--- src/rtl/fft_frame_sequencer_pkg.sv ---
// fft_frame_sequencer_pkg: shared constants and state
// encoding for the FFT frame sequencer.
package fft_frame_sequencer_pkg;

  localparam int N_DEF       = 1024;
  localparam int LOG2N_DEF   = 10;
  localparam int TIMEOUT_DEF = 4096;
  localparam int FC_W        = 16;

  typedef enum logic [2:0] {
    S_IDLE    = 3'd0,
    S_CLEAR   = 3'd1,
    S_LOAD    = 3'd2,
    S_COMPUTE = 3'd3,
    S_UNLOAD  = 3'd4,
    S_DONE    = 3'd5
  } state_t;

endpackage

--- src/rtl/fft_frame_sequencer.sv ---
// fft_frame_sequencer: drives an FFT core through clear,
// load, compute and unload of one frame per start.
module fft_frame_sequencer
  import fft_frame_sequencer_pkg::*;
#(
  parameter int N       = N_DEF,
  parameter int Log2N   = LOG2N_DEF,
  parameter int TIMEOUT = TIMEOUT_DEF
) (
  input  logic             CLK_I,
  input  logic             RST_I,
  input  logic             start,
  input  logic             abort,
  input  logic             wr_valid,
  output logic             wr_ready,
  input  logic             rd_req,
  output logic             rd_valid,
  input  logic             fft_frame_ready,
  output logic             fft_enable,
  output logic             fft_clear,
  output logic [Log2N-1:0] fft_index,
  output logic             busy,
  output logic             done,
  output logic             err,
  output logic             irq,
  output logic [FC_W-1:0]  frame_count
);

  localparam int TW = $clog2(TIMEOUT + 1);
  localparam logic [Log2N-1:0] LAST = Log2N'(N - 1);
  localparam logic [TW-1:0] TLAST = TW'(TIMEOUT - 1);

  state_t           state_q, state_d;
  logic [TW-1:0]    tcnt_q, tcnt_d;
  logic [Log2N-1:0] idx_d;
  logic [FC_W-1:0]  fc_d;
  logic             done_d, err_d, irq_d;
  logic             en_d, clr_d, wrr_d, rdv_d, busy_d;

  always_comb begin
    state_d = state_q;
    tcnt_d  = tcnt_q;
    idx_d   = fft_index;
    fc_d    = frame_count;
    done_d  = done;
    err_d   = err;
    irq_d   = 1'b0;
    en_d    = 1'b0;

    unique case (state_q)
      S_IDLE, S_DONE: begin
        if (start) begin
          state_d = S_CLEAR;
          idx_d   = '0;
          done_d  = 1'b0;
          err_d   = 1'b0;
        end
      end
      S_CLEAR: state_d = S_LOAD;
      S_LOAD: begin
        if (wr_valid) begin
          en_d = 1'b1;
          if (fft_index == LAST) begin
            state_d = S_COMPUTE;
            idx_d   = '0;
            tcnt_d  = '0;
          end else begin
            idx_d = fft_index + 1'b1;
          end
        end
      end
      S_COMPUTE: begin
        // frame_ready takes priority over a same-cycle timeout
        if (fft_frame_ready) begin
          state_d = S_UNLOAD;
          idx_d   = '0;
        end else if (tcnt_q == TLAST) begin
          state_d = S_IDLE;
          err_d   = 1'b1;
          irq_d   = 1'b1;
        end else begin
          tcnt_d = tcnt_q + 1'b1;
        end
      end
      S_UNLOAD: begin
        if (rd_req) begin
          if (fft_index == LAST) begin
            state_d = S_DONE;
            idx_d   = '0;
            fc_d    = frame_count + 1'b1;
            done_d  = 1'b1;
            irq_d   = 1'b1;
          end else begin
            idx_d = fft_index + 1'b1;
          end
        end
      end
      default: state_d = S_IDLE;
    endcase

    // abort wins over everything, but keeps the sticky status
    if (abort) begin
      state_d = S_IDLE;
      idx_d   = '0;
      tcnt_d  = '0;
      fc_d    = frame_count;
      done_d  = done;
      err_d   = err;
      irq_d   = 1'b0;
      en_d    = 1'b0;
    end

    en_d   = en_d | (state_d == S_COMPUTE);
    clr_d  = (state_d == S_CLEAR);
    wrr_d  = (state_d == S_LOAD);
    rdv_d  = (state_d == S_UNLOAD);
    busy_d = (state_d != S_IDLE) && (state_d != S_DONE);
  end

  always_ff @(posedge CLK_I or negedge RST_I) begin
    if (!RST_I) begin
      state_q     <= S_IDLE;
      tcnt_q      <= '0;
      fft_index   <= '0;
      frame_count <= '0;
      done        <= 1'b0;
      err         <= 1'b0;
      irq         <= 1'b0;
      fft_enable  <= 1'b0;
      fft_clear   <= 1'b0;
      wr_ready    <= 1'b0;
      rd_valid    <= 1'b0;
      busy        <= 1'b0;
    end else begin
      state_q     <= state_d;
      tcnt_q      <= tcnt_d;
      fft_index   <= idx_d;
      frame_count <= fc_d;
      done        <= done_d;
      err         <= err_d;
      irq         <= irq_d;
      fft_enable  <= en_d;
      fft_clear   <= clr_d;
      wr_ready    <= wrr_d;
      rd_valid    <= rdv_d;
      busy        <= busy_d;
    end
  end

endmodule
--- config.mk ---
export PLATFORM = sky130hd
export DESIGN_NAME = fft_frame_sequencer
export DESIGN_NICKNAME = d
export VERILOG_FILES = /design/src/rtl/fft_frame_sequencer_pkg.sv /design/src/rtl/fft_frame_sequencer.sv
export SDC_FILE = /design/constraint.sdc
export NUM_CORES = 1
export LEC_CHECK = 0
export ABC_AREA = 0
export CAP_MARGIN = 5
export CORE_ASPECT_RATIO = 0.6
export CORE_MARGIN = 2
export CORE_UTILIZATION = 35
export DETAILED_ROUTE_END_ITERATION = 8
export MAX_ROUTING_LAYER = met4
export PLACE_DENSITY = 0.61
export SLEW_MARGIN = 20
export SYNTH_ARGS = -nofsm -noshare
export SYNTH_HDL_FRONTEND = slang
export SYNTH_SLANG_ARGS = --single-unit
--- constraint.sdc ---
create_clock -name CLK_I -period 2.56 [get_ports CLK_I]
set_input_delay 0.512 -clock CLK_I [delete_from_list [all_inputs] [get_ports CLK_I]]
set_output_delay 0.512 -clock CLK_I [all_outputs]
set_load 0.05 [all_outputs]
# Word level (Yosys, flattened, before mapping)
# Index checks and enable logic that the tools add are counted.
[totals]
mem_bits_rw = 0
memories = 0
regBits = 50
output_inout_bits = 34
latch_bits = 0
elab_cells = 92
inputBits = 7
romBits = 0
[classes]
bitwise_logic = 2
n_mux = 38
add_sub_neg = 3
magnitude_cmp = 0
n_eq_ne = 24
mul = 0
n_shift = 0
div_mod_pow = 0
reduce_logical = 13
[ops]
columns = ["operator", "n"]
rows = [
  ["13-bit two-way mux", 5],
  ["10-bit two-way mux", 6],
  ["10-bit one-hot mux with 4 select lines", 1],
  ["13-bit one-hot mux with 2 select lines", 1],
  ["3-bit two-way mux", 8],
  ["3-bit inequality test, second input constant", 8],
  ["5-bit AND reduction", 4],
  ["16-bit by 1-bit adder with 16-bit output, second input constant", 1],
  ["3-bit one-hot mux with 5 select lines", 1],
  ["13-bit by 1-bit adder with 13-bit output, second input constant", 1],
  ["13-bit by 12-bit == test with 1-bit output, second input constant", 1],
  ["1-bit two-way mux", 13],
  ["3-bit by 2-bit == test with 1-bit output, second input constant", 4],
  ["10-bit by 1-bit adder with 10-bit output, second input constant", 1],
  ["10-bit == test, second input constant", 1],
  ["2-bit inequality test, second input constant", 5],
  ["3-bit == test, second input constant", 3],
  ["3-bit by 1-bit == test with 1-bit output, second input constant", 2],
  ["1-bit one-hot mux with 2 select lines", 3],
  ["3-bit nonzero test", 2],
  ["5-bit nonzero test", 1],
  ["4-bit AND reduction", 1],
  ["2-bit nonzero test", 2],
  ["3-bit zero test", 1],
  ["other kinds (4)", 4],
]

# Logic depth before layout (Yosys ltp)
[depth]
ltp_word = 7
depth_mapped = 7
depth_no_buf = 6

# Worst setup path before layout
# OpenSTA, ideal clock, no wires.
[synth_path]
path_kind = "reg-to-reg"
start = "register fft_index[0]"
end = "register tcnt_q[7]"
arrival_time_ns = 2.253
slack_ns = 0.186
n_path_buf = 1
path_stages_with_launch = 8
synth_period_minus_slack_ns = 2.374
required_ns = 2.439
cell_sequence = "dfrtp_1 > ha_1 > nand3_2 > nor4_4 > a211oi_2 > buf_4 > or2_2 > o22a_1"
[synth_between]
elab_chain_len = 3
[synth_lines]
columns = ["element", "line_no", "rtl"]
rows = [
  ["start, declared", "fft_frame_sequencer.sv:21", "output logic [Log2N-1:0] fft_index,"],
  ["start signal, assigned", "fft_frame_sequencer.sv:137", "fft_index <= idx_d;"],
  ["10-bit == test", "fft_frame_sequencer.sv:63", "if (fft_index == LAST) begin"],
  ["3-bit inequality test (no source line)", "-", ""],
  ["5-bit AND reduction (no source line)", "-", ""],
  ["end signal, assigned", "fft_frame_sequencer.sv:136", "tcnt_q <= tcnt_d;"],
  ["end, declared", "fft_frame_sequencer.sv:34", "logic [TW-1:0] tcnt_q, tcnt_d;"],
]
# No other way between the ends.
# A chain may end at the register's enable or synchronous reset.

# Worst setup path after layout
[layout_path]
start = "register fft_index[0]"
end = "register tcnt_q[9]"
# The elaborated chain is that of the path after synthesis.

==> impl_metrics.csv <==
group,metric,value,unit
outcome,run_status,"completed",
synthesis,async_flop_share,1.00,
cells_and_area,finalNonFillerCells,437,
place,routabilityCongestion,0.886,
power_and_ir_drop,power_per_cell_area,534,nW/um^2
synthesis,syn_inst,278,
worst_setup_path,timing.critical_path.from_type,"flop",
worst_setup_path,worst-setup-path-type,"reg -> reg",
global_route,global_route_wire_length_before_repair,11.5,mm
detailed_routing,drt_pre_antenna_iters,4,
worst_setup_path,critical-path-max-stage-delay,0.56,ns
global_route,grt_antenna_before_repair,0,
global_route,grt_usage,0.184,
timing,fmaxAchievable,432,MHz
timing,min_period_over_period,0.903,
hold_path,hold_path.class,"in -> async",
cells_and_area,antenna-diode-count,0,
synthesis,post_synth_mux_area_share,0.0198,
place,placed_cells,429,
synthesis,syn-cell-area,2650,um^2
global_route,first_global_vias,2202,
timing,rsz0062_at_grt,"false",
global_route,grt_max_degree,21,
detailed_routing,ant_nets,0,
power_and_ir_drop,power_leakage,1.46,nW
timing,final.hold.worst_slack,0.161,ns
floorplanning,floorplan.initialDensity,0.363,
synthesis,synthSimpleGateAreaFrac,0.269,
worst_setup_path,timing.critical_path.cells,"ha_1 > nand3_2 > nor4_4 > a211oi_2 > or4_1 > a21oi_1",
clocking,bufs_on_longest_clock_path,2,
worst_setup_path,setup.reg_to_reg.worst_slack,0.25,ns
detailed_routing,drt_wl_total,6.92,mm
timing,number_of_hold_violations_in_the_final_report,0,
clocking,resized_gates_after_cts,0,
synthesis,synth-seq-area-share,0.472,
detailed_routing,avgRoutedWirePerCell,15.8,um
worst_setup_path,worst_ep_arrival_time,2.52,ns
cells_and_area,design.final.nets,342,
timing,setup_viol_count_final,0,
synthesis,synth_nets,288,
worst_setup_path,required,2.76,ns
worst_setup_path,reg2regPathDepth,6,
synthesis,synth_compound_area_frac,0.152,
synthesis,ys_types,49,
timing,finalSetupTns,0,ns
clocking,cts_inserted_buffers,5,
clocking,ctsRootBufferMaster,"sky130_fd_sc_hd__clkbuf_16",
synthesis,synth_fa_ha_area_frac,0.0142,
power_and_ir_drop,ir_worst_vdd,0.000314,V
detailed_routing,route.vias.total,2325,
timing,worst_pin_slew,0.722,ns
worst_setup_path,timing.critical_path.slowest_stage_cell,"sky130_fd_sc_hd__or4_1",
synthesis,synth-edff-count,0,
floorplanning,ios,41,
synthesis,synth.avg_cell_area,9.53,um^2
cells_and_area,area_delta_synth_final,29.3,%
floorplanning,die_y,71.4,um
clocking,clock_sink_count,50,
worst_setup_path,critPathTopFamily,"simple AND/OR/NAND/NOR gates",
run,drv_cap,0,
place,hpwl,5.13,mm
synthesis,ys_ff_latch,50,
synthesis,synth_warn,0,
synthesis,postSynth.topFlopCell,"sky130_fd_sc_hd__dfrtp_1",
detailed_routing,post_drt_via_cell_ratio,5.32,
timing,worst_clock_skew,0.00768,ns
clocking,cts_max_level,2,
worst_setup_path,cp_num_buf_inv,0,
cells_and_area,drive_above_1_share,0.102,
clocking,cts_setup_buffers,0,
timing,max_slew_margin,0.518,
synthesis,synth_xor_xnor_area_share,0.0529,
floorplanning,fp_rows,24,
place,io_buffer_count,40,
detailed_routing,drc,0,
worst_setup_path,timing.rr.start,"fft_index[0]",
clocking,tritoncts,"done",
floorplanning,core,7300,um^2
worst_setup_path,worst_setup_path_end_kind,"flop",
clocking,clk_pin_slew_worst_paths,0.07,ns
worst_setup_path,timing.rr.end,"tcnt_q[9]",
detailed_routing,drt_iter0_markers,149,
floorplanning,dieArea,8300,um^2
clocking,clock_insertion_delay_worst_skew,0.29,ns
floorplanning,die_width,116,um
worst_setup_path,cp_max_fo,13,
timing,slew_viol_final,0,
timing,final_period_minus_worst_setup_slack,2.31,ns
global_route,global_route.overflow_total,0,
clocking,ctsHoldBuffers,0,
synthesis,combinational_family_with_the_most_area_after_synthesis,"simple AND/OR/NAND/NOR gates",
==> final cells by class <==
cell class / count / area (um^2)
well taps: 104 / 130
repair buffers: 55 / 508
flip-flops and latches: 50 / 1250
multi-input cells: 216 / 1340
clock inverters: 2 / 38.8
inverters: 4 / 15.0
fillers: 704 / 3870
clock buffers: 6 / 139
==> worst max-delay path by stage <==
| stage | depth (start not counted) | to | slack, ns | from |
|---|---|---|---|---|
| floorplan | 7 | tcnt_q[7] | 0.19 | fft_index[0] |
| global placement | 6 | tcnt_q[9] | 0.18 | wr_valid |
| detailed placement | 6 | tcnt_q[6] | 0.13 | fft_frame_ready |
| CTS | 6 | tcnt_q[9] | 0.27 | fft_index[0] |
| global route | 6 | tcnt_q[9] | 0.1 | fft_index[0] |
| finish | 6 | tcnt_q[9] | 0.25 | fft_index[0] |
==> power breakdown <==
group	total, W	leakage [nW]	switching [W]	internal [W]
logic	0.000209	0.678	0.000135	0.0000737
registers	0.000832	0.692	0.0000238	0.000809
clock network	0.000790	0.0875	0.000298	0.000492
==> Yosys cell counts, types with 4 or more instances <==
cell type / count / area, um^2
sky130_fd_sc_hd__dfrtp_1: 50 / 1250
sky130_fd_sc_hd__nand2_1: 28 / 105
sky130_fd_sc_hd__o21ai_0: 24 / 120
sky130_fd_sc_hd__nor2_1: 16 / 60.1
sky130_fd_sc_hd__nand3_1: 15 / 75.1
sky130_fd_sc_hd__nand4_1: 12 / 75.1
sky130_fd_sc_hd__xnor2_1: 12 / 105
sky130_fd_sc_hd__and3_1: 11 / 68.8
sky130_fd_sc_hd__a21oi_1: 9 / 45.0
sky130_fd_sc_hd__nor3_1: 9 / 45.0
sky130_fd_sc_hd__o31ai_1: 9 / 67.6
sky130_fd_sc_hd__a31oi_1: 7 / 43.8
sky130_fd_sc_hd__nand2b_1: 7 / 43.8
sky130_fd_sc_hd__clkbuf_1: 5 / 18.8
sky130_fd_sc_hd__nor2b_1: 5 / 31.3
sky130_fd_sc_hd__xor2_1: 4 / 35.0
==> routing by layer <==
metal  share of wire  vias up  global-route usage  wire (um)
li1                -     1144                   -          -
met4           0.010        0              0.0489         71
met5               0        -                   -          0
met1            0.55     1102               0.296       3800
met3           0.065        5              0.0415        448
met2            0.38       74               0.225       2610
==> per-stage QoR <==
step	cell area [um^2]	power (W)	utilization	setup WS, ns
6_report	3430	0.00183	0.469	0.248
5_1_grt	3430	0.00190	0.469	0.0974
4_1_cts	3430	0.00185	0.469	0.268
3_5_place_dp	3250	0.00105	0.445	0.127
3_3_place_gp	3250	0.00105	0.445	0.184
2_1_floorplan	2650	0.000965	-	0.186
==> layout by cell type (no fill, tap or decap), types with 9 or more instances in the layout <==
cell                               n
sky130_fd_sc_hd__and3_1           11
sky130_fd_sc_hd__nand3_1          15
sky130_fd_sc_hd__xnor2_1          12
sky130_fd_sc_hd__nor2_1           16
sky130_fd_sc_hd__clkdlybuf4s50_1  39
sky130_fd_sc_hd__dfrtp_1          50
sky130_fd_sc_hd__o21ai_0          24
sky130_fd_sc_hd__nand4_1          12
sky130_fd_sc_hd__nand2_1          28
sky130_fd_sc_hd__nor3_1            9
sky130_fd_sc_hd__o31ai_1           9
sky130_fd_sc_hd__buf_4            15
sky130_fd_sc_hd__a21oi_1           9
==> flip-flops by register name, summed over array words and instances, names as in the netlist, 3 cells and up <==
name / flops
fft_index: 10
frame_count: 16
state_q: 3
tcnt_q: 13
==> logic make-up after synthesis <==
logic type,count (synthesis)
AOI/OAI and AO/OA,64
xor gates and xnor gates,16
adders and majority gates,3
buffers and inverters,12
DFF,50
muxes,5
and+or+nand+nor,128
==> worst register-to-register path, cell delays in order, from the launching register on <==
cell and delay [ns]:
sky130_fd_sc_hd__dfrtp_1 0.44, sky130_fd_sc_hd__ha_1 0.25, sky130_fd_sc_hd__nand3_2 0.20, sky130_fd_sc_hd__nor4_4 0.41, sky130_fd_sc_hd__a211oi_2 0.19, sky130_fd_sc_hd__or4_1 0.56
sky130_fd_sc_hd__a21oi_1 0.18
Power figures use the tool's default switching activity.
